==> src/rtl/uart_tx.sv <==
// uart_tx: RS-232 transmitter, 8 data bits, optional parity, 1 stop bit, LSB first.
// The baud rate is derived from a clock-cycle divider rather than from a separate clock.
//   iClock    system clock, rising-edge active
//   iReset_n  asynchronous active-low reset
//   iData     byte to send, sampled only when iTxSend is accepted in IDLE
//   iTxSend   send request (pulse or level)
//   oTx       serial line, idle high (registered)
//   oTxDone   one-cycle pulse once the stop bit has completed (registered)
//   oBusy     high from the cycle after acceptance through the oTxDone cycle (registered)
module uart_tx #(
   parameter int unsigned CLKS_PER_BIT = 434,
   parameter int unsigned PARITY       = 0
) (
   input  logic       iClock,
   input  logic       iReset_n,
   input  logic [7:0] iData,
   input  logic       iTxSend,
   output logic       oTx,
   output logic       oTxDone,
   output logic       oBusy
);

   localparam int unsigned BAUD_W = (CLKS_PER_BIT > 1) ? $clog2(CLKS_PER_BIT) : 1;
   localparam logic [BAUD_W-1:0] BAUD_LAST = BAUD_W'(CLKS_PER_BIT - 1);
   localparam bit PAR_EN  = (PARITY == 1) || (PARITY == 2);
   localparam bit PAR_ODD = (PARITY == 2);

   typedef enum logic [2:0] {
      IDLE   = 3'd0,
      START  = 3'd1,
      DATA   = 3'd2,
      PAR    = 3'd3,
      STOP   = 3'd4,
      DONE   = 3'd5
   } tState;

   tState             state,     stateNext;
   logic [BAUD_W-1:0] baudCnt,   baudCntNext;
   logic [2:0]        bitIdx,    bitIdxNext;
   logic [7:0]        shiftReg,  shiftRegNext;
   logic              parityBit, parityBitNext;
   logic              txNext, txDoneNext, busyNext;
   logic              baudWrap;

   // State, datapath and registered outputs
   always_ff @(posedge iClock or negedge iReset_n) begin
      if (!iReset_n) begin
         state     <= IDLE;
         baudCnt   <= '0;
         bitIdx    <= '0;
         shiftReg  <= '0;
         parityBit <= 1'b0;
         oTx       <= 1'b1;
         oTxDone   <= 1'b0;
         oBusy     <= 1'b0;
      end else begin
         state     <= stateNext;
         baudCnt   <= baudCntNext;
         bitIdx    <= bitIdxNext;
         shiftReg  <= shiftRegNext;
         parityBit <= parityBitNext;
         oTx       <= txNext;
         oTxDone   <= txDoneNext;
         oBusy     <= busyNext;
      end
   end

   // Next-state logic; output values are computed from the current state so the
   // line lags the state register by one cycle, giving every bit exactly CLKS_PER_BIT cycles.
   always_comb begin
      stateNext     = state;
      baudCntNext   = baudCnt;
      bitIdxNext    = bitIdx;
      shiftRegNext  = shiftReg;
      parityBitNext = parityBit;
      txNext        = 1'b1;
      txDoneNext    = 1'b0;
      busyNext      = 1'b1;
      baudWrap      = (baudCnt == BAUD_LAST);

      // Bit-period divider runs only while a bit is on the line
      if ((state == START) || (state == DATA) || (state == PAR) || (state == STOP)) begin
         baudCntNext = baudWrap ? '0 : baudCnt + BAUD_W'(1);
      end

      case (state)
         IDLE: begin
            busyNext = 1'b0;
            if (iTxSend) begin
               shiftRegNext  = iData;
               parityBitNext = PAR_ODD ? ~^iData : ^iData;
               baudCntNext   = '0;
               stateNext     = START;
            end
         end
         START: begin
            txNext = 1'b0;
            if (baudWrap) begin
               bitIdxNext = '0;
               stateNext  = DATA;
            end
         end
         DATA: begin
            txNext = shiftReg[bitIdx];
            if (baudWrap) begin
               if (bitIdx == 3'd7) begin
                  stateNext = PAR_EN ? PAR : STOP;
               end else begin
                  bitIdxNext = bitIdx + 3'd1;
               end
            end
         end
         PAR: begin
            txNext = parityBit;
            if (baudWrap) begin
               stateNext = STOP;
            end
         end
         STOP: begin
            if (baudWrap) begin
               stateNext = DONE;
            end
         end
         DONE: begin
            txDoneNext = 1'b1;
            stateNext  = IDLE;
         end
         default: begin
            // Unused encodings recover to idle
            busyNext    = 1'b0;
            baudCntNext = '0;
            bitIdxNext  = '0;
            stateNext   = IDLE;
         end
      endcase
   end

endmodule

==> config.mk <==
export PLATFORM = sky130hd
export DESIGN_NAME = uart_tx
export DESIGN_NICKNAME = d
export VERILOG_FILES = /design/src/rtl/uart_tx.sv
export SDC_FILE = /design/constraint.sdc
export NUM_CORES = 1
export LEC_CHECK = 0
export ABC_AREA = 1
export CAP_MARGIN = 20
export CORE_MARGIN = 10
export CORE_UTILIZATION = 57
export DETAILED_ROUTE_END_ITERATION = 8
export PLACE_DENSITY = 0.79
export SLEW_MARGIN = 20
export SYNTH_ARGS = -nofsm -noshare
export SYNTH_HDL_FRONTEND = slang
export SYNTH_SLANG_ARGS = --single-unit
==> constraint.sdc <==
create_clock -name iClock -period 2.9 [get_ports iClock]
set_input_delay 0.58 -clock iClock [delete_from_list [all_inputs] [get_ports iClock]]
set_output_delay 0.58 -clock iClock [all_outputs]
set_load 0.01 [all_outputs]
======== Word-level counts from Yosys, hierarchy flattened ========
Cells that the tools add are included.
word-level totals
  memories ................................ 0
  word-level logic and storage cells ...... 56
  bits in writable memories ............... 0
  register bits ........................... 27
  bits in read-only memories .............. 0
  input port bits ......................... 11
  bits in latches ......................... 0
  output and inout bits ................... 3
cells by class
  eq/ne operators ......................... 14
  shift operators ......................... 0
  div/mod/pow operators ................... 0
  multipliers ............................. 0
  bitwise gates (word level) .............. 1
  add/subtract/negate cells ............... 2
  $lt $le $gt $ge ......................... 1
  reductions and logical operators ........ 10
  muxes and demuxes ....................... 20
operator list
  cell                 count
  $mux 3               9
  $mux 9               3
  $pmux 9 s2           1
  $pmux 3 s5           1
  $ne 2x2->1 const B   6
  $add 9x1->9 const B  1
  $eq 3x3->1 const B   3
  $eq 9x9->1 const B   1
  $pmux 3 s3           1
  $reduce_xor 8->1     1
  $eq 3x2->1 const B   2
  $reduce_and 6->1     1
  $reduce_or 5->1      1
  $lt 3x4->1 const B   1
  $reduce_and 4->1     1
  $reduce_or 4->1      1
  $add 3x1->3 const B  1
  $bmux 1 s3           1
  $eq 3x1->1 const B   1
  $logic_not 3->1      1
  $logic_or 1x1->1     3
  $mux 1               3
  $pmux 1 s3           1
  $ne 2x1->1 const B   1
  2 further kinds      2

======== Longest topological paths before layout ========
  depth after elaboration ................. 7
  mapped depth ............................ 11

======== Worst setup path before layout ========
OpenSTA, ideal clock, no wires.
  path kind ............................... register to register
  start ................................... register bitIdx[0]
  end ..................................... register bitIdx[0]
  cell stages (with the launch flop) ...... 9
  data required time ...................... 2.783 ns
  slack ................................... 1.541 ns
  data arrival time ....................... 1.242 ns
  path buffers ............................ 0
  period minus slack after synthesis ...... 1.359 ns
  cells stage by stage .................... dfrtp_1 > ha_1 > ha_1 > nor2_1 > o21ai_0 > nand2_1 > nand2_1 > nand2_1 > nand2_1
on the way
  longest elaborated chain between the ends .. 4
  elaborated cells between the ends (all ways) .. 7
  classes of those cells .................. add/sub: 1; eq/ne: 2; mux: 3; reduce/logical: 1
RTL lines
  element                 RTL line  source
  from (decl)             39        logic [2:0] bitIdx, bitIdxNext;
  from (signal assigned)  59        bitIdx <= bitIdxNext;
  $add 3x1->3             109       bitIdxNext = bitIdx + 3'd1;
  $mux 3                  106       if (bitIdx == 3'd7) begin
  $mux 3                  105       if (baudWrap) begin
  $pmux 3 s3              86        case (state)
Parallel ways exist; a longest one is shown, timed or not. The select of a mux whose other input is x is not followed.
A chain may end at the register's enable or synchronous reset.

======== Worst setup path after layout ========
  start ................................... register oTx
  end ..................................... output port oTx
RTL lines
  element                 RTL line  source
  from (decl)             18        output logic oTx,
  from (signal assigned)  62        oTx <= txNext;
No word-level cell between the ends.

==> results.json <==
{
  "drive_above_1_share_pct": 7.17,
  "final_core_util_pct": 66.7,
  "irDropWorstVdd_mv": 0.232,
  "holdCritPathClass": "flip-flop to flip-flop",
  "fin_setup_tns_ns": 0,
  "timing.critical_path.to": "oTx",
  "via_count": 1419,
  "netlist_top_cells_area": "dfrtp_1, nand2_1, inv_1, nor2_1, o21ai_0",
  "status": "complete, no violations",
  "place_area_um2": 1810,
  "synth_seq_cells": 27,
  "core_um2": 2760,
  "dp_slack_ns": 1.11,
  "fin_skew_ns": 0.00112,
  "synth_warnings": 0,
  "place_inst": 278,
  "synth_ff_type": "dfrtp_1",
  "grt_pass1_wl_um": 5570,
  "nNetsFinal": 267,
  "end_kind": "output pin",
  "critPathMaxStageDelay_ns": 0.54,
  "cts.path.max_buffers": 2,
  "cp-start-kind": "flip-flop",
  "path_cells": "clkdlybuf4s50_1",
  "cap_violations": 0,
  "min_period_over_period_pct": 67.5,
  "hpwlAfterDp_um": 2390,
  "final_area_um2": 1840,
  "wl_met3_um": 130,
  "setup_ws_ns": 0.942,
  "grt_pass1_vias": 1309,
  "timing.critical_path.required_ns": 2.32,
  "die_w_um": 73.9,
  "clock-sinks": 27,
  "grt_setup_unrepaired": "false",
  "initial_utilization_pct": 60.0,
  "tightest_slew_ns": 0.567,
  "dr.first_iter.drc_count": 97,
  "power_density_nw_per_um2": 316,
  "wl_met1_um": 1570,
  "crit_type": "flip-flop to output pin",
  "routed-wl-met2_um": 1290,
  "timing.rr.start": "bitIdx[0]",
  "num_rows": 19,
  "postCtsSetupRepairBufs": 0,
  "cts_resized": 0,
  "gp_congestion": 0.934,
  "track_usage_pct": 12.4,
  "yosysTopAreaCell": "dfrtp_1",
  "highest_layer": "met4",
  "ff2ff_setup_slack_ns": 1.36,
  "cts_htree_levels": 1,
  "ys_async_sr_fraction_pct": 100,
  "synthTopCellsByCount": "nand2_1, dfrtp_1, inv_1, nor2_1, o21ai_0",
  "ctsHoldBuffers": 0,
  "crit_start": "oTx",
  "timing.rr.end": "bitIdx[2]",
  "antenna_found_initial": 0,
  "max_freq_ghz": 0.511,
  "slowest_stage": "dfstp_2",
  "netlist_instances": 235,
  "crit_buf_inv": 1,
  "fin_cells": 282,
  "crit_arrival_ns": 1.38,
  "min_period_ns": 1.96,
  "p_leak_nw": 0.927,
  "diodes": 0,
  "finalWirelength_um": 3030,
  "ant_nets": 0,
  "ff2ff_path_depth": 8,
  "die_y_um": 73.9,
  "firstDrtPassIters": 4,
  "cts_tree": "built",
  "viasPerCell": 5.03,
  "slew_headroom_pct": 62.1,
  "clk_latency_ns": 0.31,
  "synth.most_common_cell": "nand2_1",
  "yosysSeqAreaShare_pct": 40.9,
  "slew_violations": 0,
  "synthesis.area_um2": 1650,
  "path_clk_slew_ns": 0.14,
  "synth_top_area_share_pct": 39.3,
  "syn_area_per_cell_um2": 7.04,
  "ios": 14,
  "portBuffers": 13,
  "setup_violations": 0,
  "dieArea_um2": 5460,
  "min_path_cells": 2,
  "cts_buffers": 3,
  "ys_types": 23,
  "route.detailed.drc": 0,
  "grt_max_degree": 19,
  "wl_per_cell_um": 10.8,
  "area_delta_synth_final_pct": 11.3,
  "crit_family": "flip-flops",
  "grt-ovfl-total": 0,
  "clock-root-buffer": "clkbuf_4",
  "cp_max_fo": 1,
  "hold_viol": 0,
  "synth.net_count": 250,
  "synth_edf_count": 0,
  "critical_path_depth": 1
}
state kept, by name (all words and copies together), names as in the netlist:
name,flops
baudCnt,9
state,3
oBusy,1
oTx,1
parityBit,1
bitIdx,3
oTxDone,1
shiftReg,8
layout by cell type, fill, tap and decap left out, types with 2 or more instances in the layout:
cell / netlist / layout
nand3_2: 2 / 2
inv_1: 26 / 26
xor2_1: 3 / 3
nand2_4: 3 / 3
nand3b_1: 5 / 5
a21oi_1: 2 / 2
clkbuf_4: 0 / 3
nand2_1: 97 / 97
o21ai_1: 4 / 4
a21oi_2: 2 / 2
dfrtp_1: 26 / 26
nor2_4: 2 / 2
nor2_1: 23 / 23
clkdlybuf4s50_1: 0 / 13
nand3_1: 13 / 13
nand2_2: 2 / 2
ha_1: 4 / 4
o21ai_0: 14 / 14
how the worst min path moves through the flow:
stage,startpoint,slack [ns],to
floorplan,iReset_n,0.28,baudCnt[0]
global placement,shiftReg[7],0.47,shiftReg[7]
detailed placement,shiftReg[5],0.47,shiftReg[5]
CTS,shiftReg[5],0.51,shiftReg[5]
global route,shiftReg[1],0.53,shiftReg[1]
finish,shiftReg[1],0.50,shiftReg[1]
final cells by class:
type / instances / area, µm²
Timing Repair Buffer: 14 / 138
Multi-Input combinational cell: 179 / 860
Fill cell: 252 / 917
Sequential cell: 27 / 677
Tap cell: 31 / 38.8
Inverter: 27 / 101
Clock buffer: 4 / 26.3
logic make-up (layout without fill, tap and decap cells):
| group | Yosys count | after routing | synth area share [%] |
|---|---|---|---|
| XOR/XNOR | 3 | 3 | 1.59 |
| AND/OR/NAND/NOR | 150 | 150 | 40.2 |
| flip-flops | 27 | 27 | 40.9 |
| adder cells (fa/ha/maj) | 4 | 4 | 3.03 |
| buffers and inverters | 29 | 45 | 7.11 |
| AO/OA/AOI/OAI | 22 | 22 | 7.11 |
routing by layer:
layer	GRT usage, %	up-vias
li1	-	765
met3	1.35	5
met1	16.7	622
met4	5.80	0
met5	0	-
met2	19.1	27
metrics by stage:
step                      hold slack [ns]  total power, mW
after global placement              0.467            0.431
after detailed placement            0.473            0.432
after CTS                           0.506            0.591
final                               0.501            0.581
after floorplan                     0.284            0.403
after global routing                0.527            0.610
power breakdown:
| group | switching, mW | internal, mW | leakage, nW |
|---|---|---|---|
| logic | 0.0266 | 0.0206 | 0.563 |
| registers | 0 | 0.377 | 0.349 |
| clock network | 0.104 | 0.0537 | 0.0150 |
| total | 0.130 | 0.451 | 0.927 |
(Power assumes the default switching activity.)
